File: src/rtl/buffer_pkg.sv
// Shared constants and width helpers for the multi-channel buffer.
package buffer_pkg;

  localparam int DEF_DATA_W = 32;
  localparam int DEF_CH     = 1;
  localparam int DEF_DEPTH  = 4;

  // Pointer width: enough bits to address DEPTH entries, never less than 1.
  function automatic int ptr_w(input int depth);
    return (depth > 1) ? $clog2(depth) : 1;
  endfunction

  // Count width: enough bits to hold 0..DEPTH, never less than 1.
  function automatic int cnt_w(input int depth);
    return (depth > 0) ? $clog2(depth + 1) : 1;
  endfunction

endpackage

File: src/rtl/buffer_mem.sv
// Storage array for mc_buffer: one write port, one asynchronous read port,
// contents cleared to zero by the asynchronous active-low reset.
module buffer_mem #(
  parameter int DEPTH = 4,
  parameter int WIDTH = 32,
  parameter int AW    = 2
) (
  input  logic             clk,
  input  logic             rst,
  input  logic             we,
  input  logic [AW-1:0]    waddr,
  input  logic [WIDTH-1:0] wdata,
  input  logic [AW-1:0]    raddr,
  output logic [WIDTH-1:0] rdata
);

  logic [WIDTH-1:0] mem [DEPTH];

  // Write the incoming word on a push; reset zeroes every entry.
  always_ff @(posedge clk or negedge rst) begin
    if (!rst) begin
      for (int i = 0; i < DEPTH; i++) begin
        mem[i] <= '0;
      end
    end else if (we) begin
      mem[waddr] <= wdata;
    end
  end

  assign rdata = mem[raddr];

endmodule

File: src/rtl/mc_buffer.sv
// Multi-channel FIFO buffer: CH words of DATA_W bits move through one
// valid/ready handshake. Define BUFFER_LEVEL_EN to expose the occupancy on
// port o_level.
module mc_buffer
  import buffer_pkg::*;
#(
  parameter int DATA_W   = DEF_DATA_W,
  parameter int CH       = DEF_CH,
  parameter int DEPTH    = DEF_DEPTH,
  parameter int AF_LEVEL = DEPTH - 1
) (
  input  logic                 clk,
  input  logic                 rst,
  input  logic [CH*DATA_W-1:0] i_data,
  input  logic                 i_valid,
  output logic                 o_ready,
  input  logic                 clear,
  output logic [CH*DATA_W-1:0] o_data,
  output logic                 o_valid,
  input  logic                 i_ready,
  output logic                 o_afull
`ifdef BUFFER_LEVEL_EN
  ,
  output logic [cnt_w(DEPTH)-1:0] o_level
`endif
);

  localparam int PW    = ptr_w(DEPTH);
  localparam int CW    = cnt_w(DEPTH);
  localparam int WIDTH = CH * DATA_W;

  logic [PW-1:0] wr_ptr;
  logic [PW-1:0] rd_ptr;
  logic [CW-1:0] count;
  logic          push;
  logic          pop;

  // Advance a pointer by one, wrapping at the last entry so DEPTH need not
  // be a power of two.
  function automatic logic [PW-1:0] bump(input logic [PW-1:0] p);
    return (p == PW'(DEPTH - 1)) ? '0 : p + PW'(1);
  endfunction

  // Handshake flags come only from the registered count, so there is no
  // combinational path from i_valid/i_ready to o_ready/o_valid.
  assign o_ready = (count != CW'(DEPTH));
  assign o_valid = (count != '0);
  assign o_afull = (int'(count) >= AF_LEVEL);
  assign push    = i_valid && o_ready && !clear;
  assign pop     = o_valid && i_ready && !clear;

  // Pointer and occupancy bookkeeping; clear wins over any push or pop.
  always_ff @(posedge clk or negedge rst) begin
    if (!rst) begin
      wr_ptr <= '0;
      rd_ptr <= '0;
      count  <= '0;
    end else if (clear) begin
      wr_ptr <= '0;
      rd_ptr <= '0;
      count  <= '0;
    end else begin
      if (push) wr_ptr <= bump(wr_ptr);
      if (pop)  rd_ptr <= bump(rd_ptr);
      case ({push, pop})
        2'b10:   count <= count + CW'(1);
        2'b01:   count <= count - CW'(1);
        default: count <= count;
      endcase
    end
  end

  buffer_mem #(
    .DEPTH (DEPTH),
    .WIDTH (WIDTH),
    .AW    (PW)
  ) u_mem (
    .clk   (clk),
    .rst   (rst),
    .we    (push),
    .waddr (wr_ptr),
    .wdata (i_data),
    .raddr (rd_ptr),
    .rdata (o_data)
  );

`ifdef BUFFER_LEVEL_EN
  assign o_level = count;
`endif

endmodule

File: config.mk
export PLATFORM = sky130hd
export DESIGN_NAME = mc_buffer
export DESIGN_NICKNAME = d
export VERILOG_FILES = /design/src/rtl/buffer_pkg.sv /design/src/rtl/buffer_mem.sv /design/src/rtl/mc_buffer.sv
export SDC_FILE = /design/constraint.sdc
export NUM_CORES = 1
export LEC_CHECK = 0
export BUFFER_PORTS_ARGS = -buffer_cell sky130_fd_sc_hd__buf_2
export CORE_ASPECT_RATIO = 1.75
export CORE_MARGIN = 1.5
export CORE_UTILIZATION = 35
export DETAILED_ROUTE_END_ITERATION = 8
export PLACE_DENSITY_LB_ADDON = 0.3
export SYNTH_ARGS = -nofsm -noshare
export SYNTH_HDL_FRONTEND = slang
export SYNTH_SLANG_ARGS = --single-unit
export TNS_END_PERCENT = 100
File: constraint.sdc
create_clock -name clk -period 2.4 [get_ports clk]
set_input_delay 0.12 -clock clk [delete_from_list [all_inputs] [get_ports clk]]
set_output_delay 0.12 -clock clk [all_outputs]
set_load 0.01 [all_outputs]
Yosys cells after proc, flatten, opt, wreduce, memory -nomap -nowiden
Cells that the tools add are included.

cells by class
  $add $sub $neg = 4
  $lt $le $gt $ge = 4
  equal/unequal tests = 5
  reductions and logical operators = 10
  muxes and demuxes = 14
  bitwise gates (word level) = 2

operators with widths
  operator                                                    count
  bitwise mux 128 bit                                         1
  2-to-1 mux 32 bit                                           3
  binary-select mux 32 bit (select 2 bit)                     1
  demux 32 bit (select 2 bit)                                 1
  2-to-1 mux 2 bit                                            6
  equality test 2 bit, second input constant                  3
  >= comparator 3 bit, second input constant                  2
  inverter 2 -> 3 bit                                         2
  one-hot mux 3 bit (2 select lines)                          1
  nonzero test 3 bit                                          2
  logical AND 1 bit                                           5
  adder 2 x 1 -> 2 bit, second input constant                 2
  nonzero test 2 bit                                          2
  adder 3 x 1 -> 3 bit, second input constant                 1
  >= comparator 3 x 2 -> 1 bit, second input constant         1
  less-than comparator 3 x 1 -> 1 bit, second input constant  1
  2-to-1 mux 3 bit                                            1
  inequality test 3 bit, second input constant                1
  subtractor 3 x 1 -> 3 bit, second input constant            1
  equality test 2 x 1 -> 1 bit, second input constant         1
  logical NOT 1 bit                                           1

storage, ports and cells
  word-level logic and storage cells = 46
  input bits = 37
  bits in registers = 135
  output and inout bits = 35

Longest topological paths before layout
Gate-level depths: netlist of run 1.

  word-level depth = 6
  gate-level depth with buffers = 7
  gate-level depth less buffers = 6

By module
From an unflattened synthesis of run 1, not the netlist that was laid out.

unflattened totals
  cells, all modules = 374
  area total of the unflattened synthesis = 6055.8 um2

modules (own cells, without submodules)
  module      instances  area an instance (um2)  cells an instance  seq. area each (um2)
  buffer_mem  1          5504.0                  311                3203.1
  mc_buffer   1          551.8                   63                 175.2

Least setup slack after synthesis of run 1
OpenSTA, ideal clock, no wires.

  kind = register to register
  from = reg count[0]
  to = reg count[1]
  path buffers = 1
  setup slack = 330 ps
  library setup time = 125 ps
  cell stages (with the launch flop) = 7
  data required time = 2275 ps
  data arrival time = 1945 ps
  period minus slack after synthesis = 2070 ps
  path through = dfrtp_1 -> buf_2 -> o31ai_1 -> nor3_1 -> fa_1 -> o21ai_0 -> a2111oi_0

on the way
  word-level cells in the longest chain between the ends = 6
  elaborated cells on any way between the ends = 13
  classes of those cells = 2 x add/sub; 3 x eq/ne; 2 x mux; 6 x reduce/logical

RTL lines
  what                                                                 line                              RTL
  from (decl)                                                          mc_buffer.sv:34                   logic [CW-1:0] count;
  from (signal assigned)                                               mc_buffer.sv:66                   2'b10: count <= count + CW'(1);
  from (signal assigned)                                               mc_buffer.sv:67                   2'b01: count <= count - CW'(1);
  from (signal assigned)                                               mc_buffer.sv:68                   default: count <= count;
  inequality test 3 bit or nonzero test 3 bit (tied branches)          mc_buffer.sv:46, mc_buffer.sv:47
  logical AND 1 bit (on tied branches) (2 in a row)                    mc_buffer.sv:49, mc_buffer.sv:50
  equality test 2 x 1 -> 1 bit or equality test 2 bit (tied branches)  mc_buffer.sv:65                   case ({push, pop})
  one-hot mux 3 bit (2 select lines)                                   mc_buffer.sv:65
  2-to-1 mux 3 bit                                                     mc_buffer.sv:58                   end else if (clear) begin

Parallel ways exist; a longest one is shown, timed or not.
A chain may end at the register's enable or synchronous reset.

Worst setup path in the final report of run 1
  from = reg count[2]
  to = reg count[1]

The elaborated chain is that of the path after synthesis.

==> flow_metrics.env, run 1 <==
export IMPL_die_w_um=107
export IMPL_critPathLaunch="count[2]$_DFFE_PN0P_"
export IMPL_netlist_instances=379
export IMPL_worstSkewPairLatency_ps=420
export IMPL_fin_tns_setup_ps=0
export IMPL_final_max_slew_viol_count=0
export IMPL_first_pass_iters=4
export IMPL_worstPathArrival_ps=2360
export IMPL_gp_congestion=0.721
export IMPL_fin_util_pct=44.6
export IMPL_cts_buffers=17
export IMPL_period_minus_slack_ps=2070
export IMPL_wl_per_cell_um=18.9
export IMPL_worst_pin_slew_ps=616
export IMPL_critical_path_class="reg -> reg"
export IMPL_reg2reg_from="count[2]$_DFFE_PN0P_"
export IMPL_clock_skew_ps=8.15
export IMPL_core_area_sq_um=18600
export IMPL_postRouteAntennaNets=0
export IMPL_portBuffers=71
export IMPL_drt_iter0_drc=126
export IMPL_synthesis_nets=422
export IMPL_rsz0062_at_grt="no"
export IMPL_ir_worst_vdd_uv=575
export IMPL_worstPathMaxFanout=12
export IMPL_synth_warning_count=0
export IMPL_finalPower_mw=8.54
export IMPL_status="finished, final reports clean"
export IMPL_clock_root_buffer="clkbuf_16"
export IMPL_finalWirelength_um=14000
export IMPL_yosysSeqAreaShare_pct=50.9
export IMPL_overflow=0
export IMPL_start_util_pct=35.7
export IMPL_track_usage_pct=15.5
export IMPL_grt_pass1_wl_um=23000
export IMPL_whs_ps=65.9
export IMPL_drc_errors=0
export IMPL_ys_types=37
export IMPL_cts_resized=0
export IMPL_syn_avg_cell_area_sq_um=17.5
export IMPL_leakagePower_nw=4.04
export IMPL_htree_num_levels=4
export IMPL_synth_top_area_share_pct=50.9
export IMPL_hp_start="i_ready"
export IMPL_fin_crit_sh_pct=86.1
export IMPL_relSlewSlack_pct=58.9
export IMPL_power_density_nw_per_um2=1030
export IMPL_dpl_hpwl_um=8790
export IMPL_cp_start_kind="flip-flop"
export IMPL_max_freq_mhz=484
export IMPL_crit_required_ps=2690
export IMPL_cp_end_kind="flip-flop"
export IMPL_rrSetupSlack_ps=330
export IMPL_ys_ff_latch=135
export IMPL_io_pins=72
export IMPL_synth_area_sq_um=6640
export IMPL_synth_top_area_cell="dfrtp_1"
export IMPL_grt_max_degree=67
export IMPL_seqCellArea_sq_um=3380
export IMPL_num_rows=66
export IMPL_cts_sink_count=135
export IMPL_antenna_cells=0
export IMPL_setup_viol=0
export IMPL_cts_clk_slew_worst_paths_ps=60
export IMPL_die_area_sq_um=19800
export IMPL_ys_top_cells_by_area="dfrtp_1, mux2_4, mux4_2, buf_6, mux2_2"
export IMPL_nNetsFinal=536
export IMPL_worst_hold_path_type="in -> reg"
export IMPL_die_h_um=185
export IMPL_hold_violations=0
export IMPL_grt_pass1_vias=4113
export IMPL_cts_buffer_depth=2
export IMPL_final_layout_size_suffix_gt1_share_pct=56.7
export IMPL_areaGrowthSynthToFinish_pct=24.8
export IMPL_route_vias_total=3636
export IMPL_cts_tree="built"
export IMPL_post_cts_buffers=0
export IMPL_max_cap_viol_count=0
export IMPL_antenna_found_initial=0
export IMPL_nFillCells=1637
export IMPL_multi_input_area_sq_um=3040
export IMPL_viasPerCell=4.89
## cell usage after synthesis (all sizes together)
library cell,instances
a22oi,1
nor3b,1
mux2,128
nand3b,1
nor2b,1
nor2,4
inv,5
or3b,1
buf,23
nand2,4
nand2b,2
xor2,1
o21bai,1
or3,2
ha,5
o2bb2ai,1
nor3,1
or4,1
o22ai,1
a21oi,6
o21ai,4
dfrtp,135
a211oi,1
fa,1
a221oi,1
o31ai,1
a21o,2
a21boi,1
clkbuf,3
mux4,32
a2111oi,1
nand3,6
a22o,1
## final cells by class
class,count,area share [%]
clock inverters,14,2.66
inverters,5,0.227
clock buffers,18,5.18
flip-flops and latches,135,40.8
well taps,238,3.60
repair buffers,121,10.8
multi-input cells,213,36.7
## state kept, by name, indices dropped and copies added, names as in the netlist
signal     count
u_mem.mem    128
rd_ptr         2
wr_ptr         2
count          3
## through the flow
stage | std cells | instance area, sq um | setup slack [ps]
floorplan | 379 | 6640 | 330
detailed placement | 678 | 7290 | 316
global placement | 678 | 7290 | 400
finish | 744 | 8280 | 335
global route | 744 | 8280 | 223
CTS | 744 | 8280 | 303
## placed cells by master, fill, tap and decap left out, types with 2 or more instances in the layout
master	count
dfrtp_1	133
bufinv_16	5
mux2_4	120
o21ai_0	4
buf_12	6
nor2_1	4
dfrtp_2	2
nand3_4	4
nand2b_1	2
buf_4	10
mux2_2	8
nand3_1	2
clkinvlp_4	4
inv_1	4
or3_1	2
buf_2	70
nand2_1	4
mux4_2	32
ha_1	5
clkbuf_16	17
dlygate4sd3_1	34
a21oi_1	6
a21o_1	2
inv_6	4
## worst max-delay path, cell delays in order, from the launching register on
cell and delay, ps:
dfrtp_1 480, o31ai_1 350, nor3_1 110, fa_1 520, o21ai_0 90, a2111oi_0 390
## where the power goes
| group | leakage, nW | internal (mW) | switching [mW] |
|---|---|---|---|
| clock | 0.304 | 1.85 | 1.03 |
| combinational | 2.04 | 1.51 | 0.734 |
| sequential | 1.70 | 2.99 | 0.416 |
| total | 4.04 | 6.36 | 2.18 |
## final timing paths
path / end / cells after the start
setup / recovery: count[1]$_DFFE_PN0P_ / 5
hold / removal: rd_ptr[1]$_DFFE_PN0P_ / 3
setup reg to reg: count[1]$_DFFE_PN0P_ / 5
hold reg to reg: u_mem.mem[37]$_DFFE_PN0P_ / 1
max in group asynchronous: u_mem.mem[94]$_DFFE_PN0P_ / 3
min in group asynchronous: u_mem.mem[12]$_DFFE_PN0P_ / 2
## routing by layer
metal  track usage [%]  wire [um]  vias up
met5                 0          0        -
met4              6.08        244        0
met3              3.59        435       15
met2              26.2       7310       64
met1              19.0       6040     1922
li1                  -          -     1635
## cells by family after synthesis
kind of cell | Yosys count | synth area share [%]
compound gates | 22 | 2.17
xor+xnor | 1 | 0.132
mux | 160 | 39.4
buf+inv | 31 | 3.32
simple gates | 24 | 2.87
flops | 135 | 50.9
fa+ha+maj | 6 | 1.24
## repair_timing
item	in CTS	in global routing
endpoints found under the setup margin	0	0
hold buffers	34	0
hold endpoints to repair	180	0
(Power assumes the default switching activity.)
==> run 2, diff against run 1 <==
--- a/config.mk
+++ b/config.mk
@@ -5,7 +5,7 @@
 export SDC_FILE = /design/constraint.sdc
 export NUM_CORES = 1
 export LEC_CHECK = 0
-export BUFFER_PORTS_ARGS = -buffer_cell sky130_fd_sc_hd__buf_2
+export BUFFER_PORTS_ARGS = -buffer_cell sky130_fd_sc_hd__clkbuf_2
 export CORE_ASPECT_RATIO = 1.75
 export CORE_MARGIN = 1.5
 export CORE_UTILIZATION = 35
==> flow_metrics.env, run 2 (synthesized netlist as in run 1, its figures left out) <==
export IMPL_status="finished, final reports clean"
export IMPL_crit_cells=5
export IMPL_power_density_nw_per_um2=1000
export IMPL_crit_family="compound AO/OA/AOI/OAI gates"
export IMPL_gp_congestion=0.746
export IMPL_reg_top3="u_mem.mem x128, count x3"
export IMPL_die_w_um=107
export IMPL_hold_path_depth=2
export IMPL_portBuffers=71
export IMPL_reg2reg_depth=5
export IMPL_drc_errors=0
export IMPL_track_usage_pct=15.3
export IMPL_worst_hold_path_type="in -> reg"
export IMPL_hold_violations=0
export IMPL_final_max_slew_viol_count=0
export IMPL_postRouteAntennaNets=0
export IMPL_first_pass_iters=6
export IMPL_leakagePower_nw=4.03
export IMPL_grt_max_degree=67
export IMPL_worst_pin_slew_ps=554
export IMPL_largest_reg_flops=128
export IMPL_worstPathArrival_ps=2350
export IMPL_cp_end_kind="flip-flop"
export IMPL_relSlewSlack_pct=63.1
export IMPL_final_layout_size_suffix_gt1_share_pct=56.5
export IMPL_path_cells="o31ai_1, nor3_1, fa_1, o21ai_0, a2111oi_0"
export IMPL_viasPerCell=4.89
export IMPL_ctsHoldBuffers=33
export IMPL_rsz0062_at_grt="no"
export IMPL_nFillCells=1662
export IMPL_antenna_cells=0
export IMPL_die_h_um=185
export IMPL_core_area_sq_um=18600
export IMPL_slowest_stage="fa_1"
export IMPL_clock_root_buffer="clkbuf_16"
export IMPL_antenna_found_initial=0
export IMPL_dpl_hpwl_um=9080
export IMPL_final_common_cell="dfrtp_1"
export IMPL_worstSkewPairLatency_ps=420
export IMPL_cts_buffer_depth=2
export IMPL_die_area_sq_um=19800
export IMPL_critPathBufInv=0
export IMPL_top_register="u_mem.mem"
export IMPL_max_stage_delay_ps=510
export IMPL_route_vias_total=3641
export IMPL_ir_worst_vdd_uv=492
export IMPL_io_pins=72
export IMPL_worstPathMaxFanout=12
export IMPL_crit_required_ps=2690
export IMPL_post_cts_buffers=0
export IMPL_mostFrequentLayoutCells="dfrtp_1, mux2_4, clkbuf_2"
export IMPL_grt_pass1_wl_um=22800
export IMPL_start_util_pct=35.7
export IMPL_finalWirelength_um=14000
export IMPL_cts_clk_slew_worst_paths_ps=60
export IMPL_cp_start_kind="flip-flop"
export IMPL_cts_buffers=17
export IMPL_grt_pass1_vias=4101
export IMPL_fin_tns_setup_ps=0
export IMPL_max_cap_viol_count=0
export IMPL_nNetsFinal=537
export IMPL_areaGrowthSynthToFinish_pct=23.4
export IMPL_clock_skew_ps=7.88
export IMPL_drt_iter0_drc=119
export IMPL_num_rows=66
export IMPL_overflow=0
export IMPL_cts_resized=0
export IMPL_cts_tree="built"
export IMPL_setup_viol=0
export IMPL_cts_sink_count=135
export IMPL_fin_crit_sh_pct=85.8
export IMPL_htree_num_levels=4
export IMPL_max_freq_mhz=486
export IMPL_critical_path_class="reg -> reg"
export IMPL_wl_per_cell_um=18.8
export IMPL_finalPower_mw=8.19
export IMPL_period_minus_slack_ps=2060
==> run 2: final cells by class <==
type / instances / area [sq um] / area share (%)
Clock buffer: 22 / 464 / 5.67
Tap cell: 238 / 298 / 3.64
Clock inverter: 9 / 101 / 1.24
Inverter: 5 / 18.8 / 0.229
Timing Repair Buffer: 122 / 890 / 10.9
Multi-Input combinational cell: 213 / 3040 / 37.1
Sequential cell: 135 / 3380 / 41.3
==> run 2: path summary, 6_finish.rpt <==
kind / slack [ps] / startpoint / end
worst max-delay path: 340 / count[2]$_DFFE_PN0P_ / count[1]$_DFFE_PN0P_
worst min-delay path: 30 / clear / rd_ptr[0]$_DFFE_PN0P_
worst max register to register: 340 / count[2]$_DFFE_PN0P_ / count[1]$_DFFE_PN0P_
worst min register to register: 500 / u_mem.mem[83]$_DFFE_PN0P_ / u_mem.mem[83]$_DFFE_PN0P_
max in group asynchronous: 1450 / rst / u_mem.mem[5]$_DFFE_PN0P_
min in group asynchronous: 220 / rst / u_mem.mem[12]$_DFFE_PN0P_
==> run 2: per-stage QoR <==
stage	cells	cell area, sq um	setup slack [ps]	utilization, %	hold slack, ps
3_5_place_dp	680	7290	346	39.3	106
3_3_place_gp	680	7290	390	39.3	86.1
4_1_cts	744	8190	296	44.1	13.6
5_1_grt	744	8190	152	44.1	46.4
6_report	744	8190	341	44.1	33.0
2_1_floorplan	379	6640	330	-	-176
==> run 2: report_power, final <==
| part | total, mW | internal, mW | switching, mW |
|---|---|---|---|
| Combinational | 2.26 | 1.51 | 0.752 |
| Sequential | 3.41 | 2.99 | 0.421 |
| Clock | 2.52 | 1.57 | 0.949 |
| Total | 8.19 | 6.07 | 2.12 |
==> run 2: worst register-to-register path: cells and delay by family (launching register included) <==
| kind | cells | cell delay, ps |
|---|---|---|
| AO/OA/AOI/OAI | 3 | 820 |
| adder cells (fa/ha/maj) | 1 | 510 |
| flip-flops | 1 | 480 |
| AND/OR/NAND/NOR | 1 | 110 |
==> run 2: metal layers <==
layer | global-route usage [%] | wire length, um
met5 | 0 | 0
met4 | 7.20 | 294
met3 | 2.64 | 375
met2 | 25.8 | 7340
met1 | 18.9 | 5980
==> run 3, diff against run 2 <==
--- a/config.mk
+++ b/config.mk
@@ -10,8 +10,10 @@
 export CORE_MARGIN = 1.5
 export CORE_UTILIZATION = 35
 export DETAILED_ROUTE_END_ITERATION = 8
+export GPL_ROUTABILITY_DRIVEN = 0
 export PLACE_DENSITY_LB_ADDON = 0.3
 export SYNTH_ARGS = -nofsm -noshare
 export SYNTH_HDL_FRONTEND = slang
+export SYNTH_HIERARCHICAL = 1
 export SYNTH_SLANG_ARGS = --single-unit
 export TNS_END_PERCENT = 100
==> flow_metrics.env, run 3 <==
export IMPL_areaGrowthSynthToFinish_pct=27.5
export IMPL_ir_worst_vdd_uv=528
export IMPL_ys_top_cells_by_area="dfrtp_1, mux2_2, mux4_2, buf_2, buf_4"
export IMPL_seqCellArea_sq_um=3380
export IMPL_drt_met1_wl_um=5160
export IMPL_die_h_um=177
export IMPL_ys_ff_latch=135
export IMPL_track_usage_pct=15.1
export IMPL_dp_cells=665
export IMPL_overflow=0
export IMPL_synth_edff_count=0
export IMPL_setup_viol=0
export IMPL_cp_end_kind="flip-flop"
export IMPL_cts_tree="built"
export IMPL_postRouteAntennaNets=0
export IMPL_worst_hold_path_type="in -> reg"
export IMPL_mostFrequentLayoutCells="dfrtp_1, mux2_2, clkbuf_2"
export IMPL_synth_area_sq_um=6060
export IMPL_fin_crit_sh_pct=92.7
export IMPL_hold_violations=0
export IMPL_syn_avg_cell_area_sq_um=16.2
export IMPL_nFillCells=1507
export IMPL_period_minus_slack_ps=2230
export IMPL_cts_sink_count=135
export IMPL_critical_path_class="reg -> reg"
export IMPL_largest_reg_flops=128
export IMPL_start_util_pct=35.7
export IMPL_wl_met3_um=336
export IMPL_core_area_sq_um=16900
export IMPL_num_rows=63
export IMPL_power_density_nw_per_um2=988
export IMPL_finalWirelength_um=12500
export IMPL_grt_max_degree=61
export IMPL_reg2reg_depth=6
export IMPL_leakagePower_nw=3.46
export IMPL_worstPathMaxFanout=9
export IMPL_die_w_um=102
export IMPL_synthesis_nets=414
export IMPL_antenna_found_initial=0
export IMPL_finalPower_mw=7.63
export IMPL_nNetsFinal=531
export IMPL_slowest_stage="dfrtp_1"
export IMPL_worstSkewPairLatency_ps=410
export IMPL_worstPathArrival_ps=2560
export IMPL_synth_top_area_cell="dfrtp_1"
export IMPL_route_vias_total=3596
export IMPL_dpl_hpwl_um=8130
export IMPL_multi_input_area_sq_um=2530
export IMPL_cts_clk_slew_worst_paths_ps=60
export IMPL_status="finished, final reports clean"
export IMPL_rsz0062_at_grt="no"
export IMPL_final_layout_size_suffix_gt1_share_pct=56.3
export IMPL_synth_top_area_share_pct=55.8
export IMPL_async_flop_share_pct=100
export IMPL_cts_buffers=17
export IMPL_cp_start_kind="flip-flop"
export IMPL_worst_pin_slew_ps=899
export IMPL_cts_buffer_depth=2
export IMPL_portBuffers=71
export IMPL_fin_tns_setup_ps=0
export IMPL_top_register="u_mem/mem"
export IMPL_rrSetupSlack_ps=170
export IMPL_relSlewSlack_pct=40.1
export IMPL_crit_required_ps=2730
export IMPL_drt_iter0_drc=133
export IMPL_synth_most_common_cell="dfrtp_1"
export IMPL_top_layer="met4"
export IMPL_final_cell_count_no_fill=731
export IMPL_hold_path_depth=3
export IMPL_ys_types=36
export IMPL_synth_common_cells="dfrtp_1, mux2_2, mux4_2, buf_2, buf_4"
export IMPL_fin_util_pct=45.6
export IMPL_yosys_most_used_dff="dfrtp_1"
export IMPL_viasPerCell=4.92
export IMPL_final_common_cell="dfrtp_1"
export IMPL_met2_length_um=6820
export IMPL_clock_root_buffer="clkbuf_16"
export IMPL_clock_skew_ps=5.08
export IMPL_wl_per_cell_um=17.1
export IMPL_path_cells="o31ai_1, nor3_1, fa_1, or3_1, a211o_1, a41oi_2"
export IMPL_io_pins=72
export IMPL_antenna_cells=0
export IMPL_die_area_sq_um=18100
export IMPL_htree_num_levels=4
export IMPL_reg_top3="u_mem/mem x128, count x3"
export IMPL_netlist_instances=374
export IMPL_synth_warning_count=6
export IMPL_grt_pass1_wl_um=20500
export IMPL_first_pass_iters=4
export IMPL_final_max_slew_viol_count=0
export IMPL_max_stage_delay_ps=480
export IMPL_grt_pass1_vias=3934
export IMPL_drc_errors=0
export IMPL_max_freq_mhz=449
export IMPL_max_cap_viol_count=0
export IMPL_yosysSeqAreaShare_pct=55.8
-- run 3: cell type report --
type	instances	area share [%]
clock inverter	14	2.27
inverter	4	0.194
multi-input combinational	211	32.8
clock buffer	18	5.56
timing repair buffer	122	11.7
sequential	135	43.8
tap	227	3.68
-- run 3: per-stage QoR --
stage / worst slack (ps) / area, sq um / hold WS, ps
finish: 174 / 7720 / 39.8
global route: 14.4 / 7720 / 44.8
CTS: 179 / 7720 / 20.7
detailed placement: 191 / 6780 / 123
global placement: 280 / 6780 / 108
floorplan: 141 / 6060 / -176
-- run 3: worst max-delay path, delay by kind of cell, from the launching register on --
kind | cells | cell delay [ps]
AOI/OAI and AO/OA | 3 | 790
and+or+nand+nor | 2 | 440
DFF | 1 | 480
adders and majority gates | 1 | 440
-- run 3: worst paths after layout --
kind | endpoint | from
hold / removal | rd_ptr[1]$_DFFE_PN0P_ | i_ready
setup reg to reg | count[2]$_DFFE_PN0P_ | count[1]$_DFFE_PN0P_
setup / recovery | count[2]$_DFFE_PN0P_ | count[1]$_DFFE_PN0P_
hold reg to reg | u_mem/mem[124]$_DFFE_PN0P_ | u_mem/mem[124]$_DFFE_PN0P_
min in group asynchronous | u_mem/mem[17]$_DFFE_PN0P_ | rst
max in group asynchronous | u_mem/mem[4]$_DFFE_PN0P_ | rst
-- run 3: timing repair --
action	in CTS	in global routing
hold buffers	34	0
hold endpoints to repair	180	0
setup buffers	0	0
resized for setup	0	0
-- run 3: where the power goes --
group / switching, mW / internal, mW / total, mW
logic: 0.646 / 1.07 / 1.72
registers: 0.349 / 2.95 / 3.29
clock network: 0.979 / 1.64 / 2.62
-- run 3: logic make-up (layout without fill, tap and decap cells) --
kind of cell | Yosys count | after routing | share of synthesized area (%)
fa+ha+maj | 3 | 3 | 0.744
simple gates | 26 | 26 | 2.67
xor+xnor | 1 | 1 | 0.145
buf+inv | 28 | 158 | 2.54
mux | 161 | 161 | 35.9
flops | 135 | 135 | 55.8
compound gates | 20 | 20 | 2.25
-- run 3: layer usage --
layer / global-route usage, % / vias up
li1: - / 1638
met1: 18.1 / 1902
met2: 26.0 / 47
met3: 3.52 / 9
met4: 5.99 / 0
met5: 0 / -
